**config.mk**
```make
export PLATFORM = sky130hd
export DESIGN_NAME = pipelined_adder
export DESIGN_NICKNAME = d
export VERILOG_FILES = /design/src/rtl/pipelined_adder.sv
export SDC_FILE = /design/constraint.sdc
export NUM_CORES = 1
export LEC_CHECK = 0
export BUFFER_PORTS_ARGS = -buffer_cell sky130_fd_sc_hd__buf_2
export CORE_MARGIN = 3
export CORE_UTILIZATION = 60
export CTS_BUF_LIST = sky130_fd_sc_hd__clkbuf_8
export CTS_CLUSTER_SIZE = 10
export DETAILED_ROUTE_END_ITERATION = 6
export GPL_ROUTABILITY_DRIVEN = 1
export PLACE_DENSITY = 0.84
export SLEW_MARGIN = 10
export SYNTH_ARGS = -nofsm -noshare
export SYNTH_HDL_FRONTEND = slang
export SYNTH_SLANG_ARGS = --single-unit
```
**constraint.sdc**
```tcl
create_clock -name clk -period 29.4 [get_ports clk]
set_input_delay 1.47 -clock clk [delete_from_list [all_inputs] [get_ports clk]]
set_output_delay 1.47 -clock clk [all_outputs]
set_load 0.005 [all_outputs]
```
**src/rtl/pipelined_adder.sv**
```systemverilog
// pipelined_adder: STAGES-deep chunked add/sub with valid/ready backpressure and carry/overflow/zero flags; define PIPELINED_ADDER_SAT_EN to saturate on signed overflow
module pipelined_adder #(
  parameter int WIDTH = 32,
  parameter int STAGES = 4
) (
  input  logic             clk,
  input  logic             reset,
  input  logic             in_valid,
  output logic             in_ready,
  input  logic [WIDTH-1:0] in0,
  input  logic [WIDTH-1:0] in1,
  input  logic             cin,
  input  logic             sub,
  output logic             out_valid,
  input  logic             out_ready,
  output logic [WIDTH-1:0] out,
  output logic             cout,
  output logic             overflow,
  output logic             zero
);
  localparam int CW = WIDTH / STAGES;
  logic              stall;
  logic [STAGES-1:0] v_q, v_d, c_q, c_d;
  logic [WIDTH-1:0]  a_q [STAGES];
  logic [WIDTH-1:0]  a_d [STAGES];
  logic [WIDTH-1:0]  b_q [STAGES];
  logic [WIDTH-1:0]  b_d [STAGES];
  logic [WIDTH-1:0]  s_q [STAGES];
  logic [WIDTH-1:0]  s_d [STAGES];
  logic [WIDTH-1:0]  sn [STAGES];
  logic [CW:0]       cs [STAGES];
  logic [WIDTH-1:0]  res, out_q, out_d;
  logic              ovf;
  logic              out_valid_q, out_valid_d, cout_q, cout_d, overflow_q, overflow_d, zero_q, zero_d;

  always_comb begin
    stall = out_valid_q && !out_ready;
    in_ready = !reset && !stall;
    v_d[0] = in_valid;
    a_d[0] = in0;
    b_d[0] = sub ? ~in1 : in1;
    s_d[0] = '0;
    c_d[0] = sub | cin;
    for (int k = 0; k < STAGES; k++) begin
      cs[k] = {1'b0, a_q[k][k*CW +: CW]} + {1'b0, b_q[k][k*CW +: CW]} + {{CW{1'b0}}, c_q[k]};
      sn[k] = s_q[k];
      sn[k][k*CW +: CW] = cs[k][CW-1:0];
    end
    for (int k = 1; k < STAGES; k++) begin
      v_d[k] = v_q[k-1];
      a_d[k] = a_q[k-1];
      b_d[k] = b_q[k-1];
      s_d[k] = sn[k-1];
      c_d[k] = cs[k-1][CW];
    end
    ovf = (a_q[STAGES-1][WIDTH-1] == b_q[STAGES-1][WIDTH-1]) && (sn[STAGES-1][WIDTH-1] != a_q[STAGES-1][WIDTH-1]);
`ifdef PIPELINED_ADDER_SAT_EN
    res = !ovf ? sn[STAGES-1] : a_q[STAGES-1][WIDTH-1] ? {1'b1, {(WIDTH-1){1'b0}}} : {1'b0, {(WIDTH-1){1'b1}}};
`else
    res = sn[STAGES-1];
`endif
    out_valid_d = v_q[STAGES-1];
    out_d = out_valid_d ? res : out_q;
    cout_d = out_valid_d ? cs[STAGES-1][CW] : cout_q;
    overflow_d = out_valid_d ? ovf : overflow_q;
    zero_d = out_valid_d ? (res == '0) : zero_q;
    out_valid = out_valid_q;
    out = out_q;
    cout = cout_q;
    overflow = overflow_q;
    zero = zero_q;
  end

  always_ff @(posedge clk)
    if (reset) begin
      v_q <= '0;
      out_valid_q <= 1'b0;
      out_q <= '0;
      cout_q <= 1'b0;
      overflow_q <= 1'b0;
      zero_q <= 1'b0;
    end else if (!stall) begin
      v_q <= v_d;
      a_q <= a_d;
      b_q <= b_d;
      s_q <= s_d;
      c_q <= c_d;
      out_valid_q <= out_valid_d;
      out_q <= out_d;
      cout_q <= cout_d;
      overflow_q <= overflow_d;
      zero_q <= zero_d;
    end
endmodule

```
==> results of run 1 <==
## cell usage after synthesis
master	instances
a211oi_1	4
a21boi_0	4
a21o_1	2
a21oi_1	50
a31oi_2	1
and2_1	1
buf_2	6
clkbuf_1	10
dfxtp_1	40
edfxtp_1	212
fa_1	8
ha_1	28
inv_1	24
nand2_1	81
nand2b_1	2
nand3_1	1
nand3b_1	2
nand4_1	1
nor2_1	17
nor2b_1	8
nor3_1	6
nor4_1	6
nor4b_1	1
o21a_1	1
o21ai_0	14
o21ai_1	2
o21bai_1	4
o31ai_1	1
o31ai_2	1
or2_2	1
or3_1	4
xnor2_1	13
xor2_1	40
## power groups by stage
stage,sequential (mW),combinational [mW],clock (mW)
global route,0.430,0.0565,0.286
detailed placement,0.435,0.0499,0
CTS,0.428,0.0502,0.270
floorplan,0.436,0.0344,0
global placement,0.434,0.0468,0
finish,0.428,0.0496,0.262
## flip-flops by register name, summed over array words and instances, names as in the netlist
register / cells
v_q: 4
res: 24
c_q: 4
out: 32
s_d: 24
a_d: 72
overflow: 1
zero: 1
cout: 1
a_q: 8
out_valid: 1
b_q: 8
b_d: 72
## worst paths after layout
path | from | to | slack, ps | cells after the start
setup / recovery | reset | in_ready | 24800 | 4
hold / removal | a_d[28] | a_q[28] | 410 | 0
setup reg to reg | c_q[3] | cout | 27030 | 9
hold reg to reg | a_d[28] | a_q[28] | 410 | 0
## routing by layer
metal  track usage  vias to the layer above
met5             0                        -
met4        0.0738                        0
met3        0.0427                       36
met2         0.282                      173
met1         0.222                     2328
li1              -                     2414
## kinds of logic after synthesis
| family | after synthesis | synth area share |
|---|---|---|
| AO/OA/AOI/OAI | 84 | 0.0509 |
| AND/OR/NAND/NOR | 131 | 0.0611 |
| adder cells (fa/ha/maj) | 36 | 0.0546 |
| XOR/XNOR | 53 | 0.0497 |
| buffers and inverters | 40 | 0.0169 |
| flip-flops | 252 | 0.767 |
## cell type report
type,count,area share
well taps,184,0.0213
repair buffers,108,0.0517
multi-input cells,304,0.188
inverters,24,0.00834
clock buffers,42,0.0535
clock inverters,28,0.0133
flip-flops and latches,252,0.664
==> results.ini, run 1 <==
[pwr]
power_mw=0.740
leakage_nw=4.18
ir_worst_vdd_v=0.0000535
combPwrFrac=0.067
p_clk_frac=0.354
switching_share=0.215
intPower_mw=0.580
powerDensity_mw_per_mm2=68.5
p_switching_mw=0.159
seqPwrFrac=0.579

[worst_setup_path]
cp_slowest_cell=buf_12
arrival_ps=3130
setup.worst_path.start_class=input port
path_max_fanout=213
crit_top_cell=buf_2
cp_num_buf_inv=3
crit_chain=buf_2, nor2_4, buf_12, buf_2
cp-end-kind=primary output
cpLargestDelayFamily=buffers and inverters
criticalPathCategory=in -> out
max_stage_delay_ps=650
cp.required_ps=27930

[detailed_routing]
wl_um=14200
drc=0
vias=4951
met1_length_um=6070
wl_per_cell_um=15.1
top_layer=met4
dr_wl_met2_um=6860
viasPerCell=5.26
drt_pass1_iterations=5
drtIter0Drc=343
antenna_left=0
met3_wirelength_um=917

[global_route]
antenna_found_initial=0
grt_max_degree=214
grt_pass1_wl_um=23000
grt_pass1_vias=4875
grt_use_total=0.172
overflow=0

[die]
top_level_ports=107
die_h_um=131
die-width_um=131
fp.dieArea_mm2=0.0171
initial_core_util=0.629
fp-row-count=44
fp.coreArea_mm2=0.0149

[synthesis]
netlist_instances=596
avgSynthCellArea_um2=15.7
synth_area_leaders=edfxtp_1 68%, dfxtp_1 8.6%, ha_1 3.7%, xor2_1 3.7%, nand2_1 3.3%
synth_top_area_cell=edfxtp_1
yosys_warnings=0
ys_ff_latch=252
netlist.area_leader.share=0.681
syn_nets=702
ys_seq_area_frac=0.767
ys_types=33
netlist_area_mm2=0.00935

[cells_and_area]
final_common_cell=edfxtp_1
diodes=0
multiInputGateArea_mm2=0.00203
drive_above_1_share=0.212
stdcell_area_mm2=0.0108
final_nets=836
final_cell_mix=212 x edfxtp_1, 106 x buf_2, 81 x nand2_1
fin_util=0.726
nFillCells=912
regArea_mm2=0.00717
syn2layout_area_growth_pct=15.5
fin_cells=942

[clocking]
cts_htree_levels=2
numClockSinks=252
cts_max_path_buffers=3
clkTransAtPathRegs_ps=60
cts_made_buffers=40
ctsHoldBuffers=0
cts_setup_buffers=0
cts_tree=done
cts-root-buf=clkbuf_8
clk_latency_ps=510
cts_resized=0

[sta]
max_slew_margin=0.266
rsz0062_at_grt=no
final_hold_viol_count=0
layout_min_cycle_time_ps=4600
final.period_utilization=0.157
finClkSkew_ps=11.9
fin_setup_tns_ps=0
finalSetupViolations=0
fin_ws_ps=24800
fmax_ghz=0.217
worst_slew_pin_slew_ps=1100
holdWs_ps=411
final_max_slew_viol_count=0

[place]
dp_cells=872
place_area_mm2=0.0101
hpwl_um=9450
pre_cts_ws_ps=24790
io_buffers=106
gp_congestion=0.753

[run]
maxCapViolations=0

[outcome]
outcome=completed

[worst_hold_path]
hp-class=reg -> reg

(Power assumes the default switching activity.)
==> run 2, diff against run 1 <==
==> constraint.sdc (replaced) <==
create_clock -name clk -period 4.8 [get_ports clk]
set_input_delay 0.24 -clock clk [delete_from_list [all_inputs] [get_ports clk]]
set_output_delay 0.24 -clock clk [all_outputs]
set_load 0.005 [all_outputs]
==> results.ini, run 2 (synthesis results as in run 1) <==
[global_route]
overflow=0  ; unchanged
grt_pass1_wl_um=24800  ; +8.1%
grt_pass1_vias=5163  ; +5.9%
antenna_found_initial=0  ; unchanged
grt_max_degree=67  ; -69%
grt_use_total=0.187  ; +0.0150

[sta]
max_slew_margin=0.225  ; -0.0418
finClkSkew_ps=14.9  ; +3.09 ps
final.period_utilization=0.493
finalSetupViolations=0  ; unchanged
fin_ws_ps=2430  ; -22360 ps
rsz0062_at_grt=no
worst_slew_pin_slew_ps=1160  ; +62.7 ps
layout_min_cycle_time_ps=2370
final_max_slew_viol_count=0  ; unchanged
fmax_ghz=0.423
final_hold_viol_count=0  ; unchanged
fin_setup_tns_ps=0  ; unchanged

[worst_setup_path]
setup.worst_path.start_class=flip-flop
cp-end-kind=flip-flop
crit_chain=inv_1, fa_1, inv_1, fa_1, nand2_1, nand2_1, a21oi_1, o21bai_1, a21oi_1, o21ai_0
cp.required_ps=5030  ; -22900 ps
criticalPathCategory=reg -> reg
max_stage_delay_ps=390  ; -260 ps
arrival_ps=2590  ; -540 ps
r2r_slack_ps=2430  ; -24600 ps
cp_slowest_cell=fa_1
rr_startpoint=c_q[2]
rr_endpoint=c_q[3]
rr_worst_depth=10  ; +1
path_max_fanout=2  ; -99%

[worst_hold_path]
holdPathEnd=b_d[77]
whs_path_depth=2  ; +2
hp-class=in -> reg
min_from=in1[13]

[die]
die_h_um=131  ; unchanged
die-width_um=131  ; unchanged
fp-row-count=44  ; unchanged
top_level_ports=107  ; unchanged
fp.coreArea_mm2=0.0149  ; unchanged
fp.dieArea_mm2=0.0171  ; unchanged
initial_core_util=0.629  ; unchanged

[place]
pre_cts_ws_ps=2510  ; -22280 ps
hpwl_um=9570  ; +1.3%
dp_cells=874  ; +0.23%
place_area_mm2=0.0101  ; about the same
io_buffers=106  ; unchanged
gp_congestion=0.806  ; +7.0%

[cells_and_area]
stdcell_area_mm2=0.0113  ; +4.3%
nFillCells=853  ; -6.5%
final_cell_mix=212 x edfxtp_1, 106 x buf_2, 81 x nand2_1
drive_above_1_share=0.206  ; -0.00663
fin_util=0.757  ; +0.0309
syn2layout_area_growth_pct=20.4
diodes=0  ; unchanged
final_common_cell=edfxtp_1
final_nets=876  ; +4.8%
fin_cells=981  ; +4.1%

[clocking]
numClockSinks=252  ; unchanged
cts_tree=done
cts_made_buffers=38  ; -5.0%
clkTransAtPathRegs_ps=60  ; about the same
clk_latency_ps=510  ; about the same
cts_max_path_buffers=3  ; unchanged
cts_setup_buffers=0  ; unchanged
cts-root-buf=clkbuf_8
cts_htree_levels=2  ; unchanged

[detailed_routing]
vias=5083  ; +2.7%
viasPerCell=5.18  ; -1.4%
antenna_left=0  ; unchanged
drtIter0Drc=383  ; +12%
wl_per_cell_um=15.5  ; +2.8%
wl_um=15300  ; +7.1%
drc=0  ; unchanged
drt_pass1_iterations=5  ; unchanged

[run]
maxCapViolations=0  ; unchanged

[pwr]
ir_worst_vdd_v=0.000263  ; +390%
leakage_nw=4.37  ; +4.5%
powerDensity_mw_per_mm2=417  ; +510%

[outcome]
outcome=completed

run 2: cell types whose count changed in the layout (fill, tap and decap cells not counted), sizes merged:
cell	previous run	this run
buf	108	110
bufinv	1	2
clkinv	11	6
clkbuf	42	47
inv	38	35
clkinvlp	2	1
dlygate4sd3	0	40
run 2: critical path, delay by kind of cell, from the launching register on:
kind / cells / cell delay, ps
compound gates: 4 / 820
fa+ha+maj: 2 / 600
flops: 1 / 370
buf+inv: 2 / 160
simple gates: 2 / 120
run 2: layout make-up:
type,instances,area [um^2],area share
clock buffer,47,647,0.0575
clock inverter,20,131,0.0117
inverter,24,90.1,0.00800
multi-input combinational,304,2030,0.180
sequential,252,7170,0.637
tap,184,230,0.0205
timing repair buffer,150,961,0.0854
run 2: how the worst max path moves through the flow:
stage	start	to	slack [ps]	cells past startpoint
floorplan	reset	a_d[16]	580	3
global placement	c_q[3]	cout	2600	9
detailed placement	c_q[2]	c_q[3]	2510	10
CTS	out_valid	in_ready	2420	4
global route	c_q[3]	cout	2250	9
finish	c_q[2]	c_q[3]	2430	10
run 2: metrics by stage:
| stage | hold WS (ps) | total power, mW |
|---|---|---|
| 2_1_floorplan | 339 | 2.86 |
| 3_3_place_gp | 403 | 2.94 |
| 3_5_place_dp | 405 | 2.97 |
| 4_1_cts | 2.46 | 4.73 |
| 5_1_grt | 8.36 | 4.90 |
| 6_report | 32.0 | 4.70 |
run 2: where the power goes:
group          internal (mW)  switching [mW]  total, mW
Sequential              2.56          0.0554       2.62
Clock                  0.988           0.758       1.75
Combinational          0.147           0.185      0.333
run 2: what timing repair did:
action / CTS / global route
resized for setup: 0 / 0
hold buffers: 40 / 0
endpoints found under the hold margin: 40 / 0
run 2: routing by layer:
metal / up-vias / global-route usage / share of wire
met5: - / 0 / 0
met4: 0 / 0.0780 / 0.024
met3: 32 / 0.0394 / 0.059
met2: 180 / 0.302 / 0.49
met1: 2377 / 0.252 / 0.43
li1: 2494 / - / -
==> run 3, diff against run 2 <==
--- a/config.mk
+++ b/config.mk
@@ -7,12 +7,12 @@
 export LEC_CHECK = 0
 export BUFFER_PORTS_ARGS = -buffer_cell sky130_fd_sc_hd__buf_2
 export CORE_MARGIN = 3
-export CORE_UTILIZATION = 60
+export CORE_UTILIZATION = 54
 export CTS_BUF_LIST = sky130_fd_sc_hd__clkbuf_8
 export CTS_CLUSTER_SIZE = 10
 export DETAILED_ROUTE_END_ITERATION = 6
 export GPL_ROUTABILITY_DRIVEN = 1
-export PLACE_DENSITY = 0.84
+export PLACE_DENSITY = 0.8
 export SLEW_MARGIN = 10
 export SYNTH_ARGS = -nofsm -noshare
 export SYNTH_HDL_FRONTEND = slang
==> constraint.sdc (replaced) <==
create_clock -name clk -period 2.15 [get_ports clk]
set_input_delay 0.1075 -clock clk [delete_from_list [all_inputs] [get_ports clk]]
set_output_delay 0.1075 -clock clk [all_outputs]
set_load 0.005 [all_outputs]
==> results.ini, run 3 (synthesis results as in run 1) <==
[worst_setup_path]
rr_worst_depth=9  ; -1
path_max_fanout=3  ; +1
rr_endpoint=zero
r2r_slack_ps=-60  ; -2500 ps
setup.worst_path.start_class=flip-flop
cp-end-kind=flip-flop
rr_startpoint=b_q[24]
max_stage_delay_ps=440  ; +50 ps
cp.required_ps=2580  ; -2450 ps
arrival_ps=2640  ; +50 ps
cp_num_buf_inv=2  ; unchanged
crit_top_cell=fa_2
crit_chain=fa_2, inv_2, fa_2, buf_4, xor2_2, nand3_2, nor4_2, nand3b_1, o31ai_2
cpLargestDelayFamily=adder cells
criticalPathCategory=reg -> reg
cp_slowest_cell=fa_2

[cells_and_area]
nFillCells=1048  ; +23%
diodes=0  ; unchanged
final_nets=920  ; +5.0%
stdcell_area_mm2=0.0119  ; +5.4%
final_cell_mix=212 x edfxtp_1, 106 x buf_2, 81 x nand2_1
final_common_cell=edfxtp_1
syn2layout_area_growth_pct=27.0
drive_above_1_share=0.245  ; +0.0389
fin_util=0.708  ; -0.0491
fin_cells=1062  ; +8.3%

[worst_hold_path]
whs_path_depth=2  ; unchanged
min_from=in0[31]
holdPathEnd=a_d[95]
hp-class=in -> reg

[detailed_routing]
wl_um=15600  ; +2.3%
drt_pass1_iterations=5  ; unchanged
vias=5143  ; +1.2%
drtIter0Drc=238  ; -38%
viasPerCell=4.84  ; -6.5%
antenna_left=0  ; unchanged
drc=0  ; unchanged
wl_per_cell_um=14.7  ; -5.5%

[sta]
fin_setup_tns_ps=-61.2  ; -61.2 ps
max_slew_margin=0.363  ; +0.139
rsz0062_at_grt=yes
finClkSkew_ps=21.4  ; +6.50 ps
fin_ws_ps=-61.2  ; -2500 ps
fmax_ghz=0.452  ; +7.0%
finalSetupViolations=1  ; +1
final.period_utilization=1.03  ; +0.536
worst_slew_pin_slew_ps=955  ; -208 ps
holdWs_ps=307  ; +275 ps
final_max_slew_viol_count=0  ; unchanged
layout_min_cycle_time_ps=2210  ; -155 ps
final_hold_viol_count=0  ; unchanged

[place]
gp_congestion=0.812  ; +0.78%
hpwl_um=9640  ; +0.71%
place_area_mm2=0.0102  ; +1.7%
pre_cts_ws_ps=-128  ; -2640 ps
io_buffers=106  ; unchanged
dp_cells=921  ; +5.4%

[clocking]
clkTransAtPathRegs_ps=60  ; about the same
clk_latency_ps=510  ; about the same
cts_tree=done
cts_made_buffers=39  ; +2.6%
cts_max_path_buffers=3  ; unchanged
cts-root-buf=clkbuf_8
numClockSinks=252  ; unchanged
cts_htree_levels=2  ; unchanged

[global_route]
grt_pass1_vias=5345  ; +3.5%
grt_use_total=0.166  ; -0.0212
overflow=0  ; unchanged
grt_pass1_wl_um=24800  ; +0.14%
antenna_found_initial=0  ; unchanged
grt_max_degree=76  ; +13%

[die]
fp.coreArea_mm2=0.0168  ; +13%
fp.dieArea_mm2=0.0189  ; +11%
fp-row-count=47  ; +6.8%
top_level_ports=107  ; unchanged
die-width_um=138  ; +5.2%
die_h_um=138  ; +5.2%
initial_core_util=0.558  ; -0.0711

[pwr]
leakage_nw=4.60  ; +5.2%
ir_worst_vdd_v=0.000592  ; +130%
power_mw=10.7  ; +130%
powerDensity_mw_per_mm2=906  ; +120%

[outcome]
outcome=finished with violations
violations=negative setup slack

[run]
maxCapViolations=0  ; unchanged

run 3: cell types whose count changed in the layout (fill, tap and decap cells not counted), sizes merged:
| cell | previous run | this run |
|---|---|---|
| inv | 35 | 34 |
| bufinv | 2 | 3 |
| buf | 110 | 123 |
| dlygate4sd3 | 40 | 70 |
| clkinv | 6 | 10 |
| clkbuf | 47 | 45 |
run 3: worst register-to-register path, delay by kind of cell (launching register included):
family / cells / cell delay [ps]
DFF: 1 / 400
AOI/OAI and AO/OA: 1 / 190
xor gates and xnor gates: 1 / 160
adders and majority gates: 2 / 640
buffers and inverters: 2 / 190
and+or+nand+nor: 3 / 530
run 3: layer usage:
metal | share of wire | up-vias | global-route usage
met2 | 0.49 | 146 | 0.283
met5 | 0 | - | 0
met1 | 0.43 | 2387 | 0.211
met4 | 0.019 | 0 | 0.0637
met3 | 0.052 | 28 | 0.0340
li1 | - | 2582 | -
run 3: what timing repair did:
item | 4_1_cts | 5_1_grt
gates resized for setup | 6 | 20
endpoints found under the setup margin | 4 | 17
hold buffers | 70 | 0
cloned | 0 | 0
pin swaps | 3 | 9
endpoints found under the hold margin | 77 | 0
setup buffers | 0 | 2
run 3: power by group:
| group | internal (mW) | switching [mW] | total [mW] |
|---|---|---|---|
| Combinational | 0.418 | 0.447 | 0.865 |
| Clock | 2.29 | 1.74 | 4.03 |
| Sequential | 5.72 | 0.128 | 5.85 |
| Total | 8.43 | 2.32 | 10.7 |
run 3: how the worst max path moves through the flow:
stage | cells past startpoint | slack (ps) | to | from
global route | 9 | -130 | zero | b_q[24]
floorplan | 2 | -1880 | a_d[16] | out_valid
detailed placement | 9 | -130 | cout | c_q[3]
CTS | 8 | -50 | zero | c_q[3]
global placement | 9 | -7 | cout | c_q[3]
finish | 9 | -60 | zero | b_q[24]
run 3: final cells by class:
class | instances | area (um^2) | share of cell area
sequential | 252 | 7170 | 0.604
multi-input combinational | 304 | 2130 | 0.179
timing repair buffer | 193 | 1400 | 0.118
clock inverter | 24 | 189 | 0.0159
clock buffer | 45 | 619 | 0.0522
tap | 220 | 275 | 0.0232
inverter | 24 | 90.1 | 0.00759
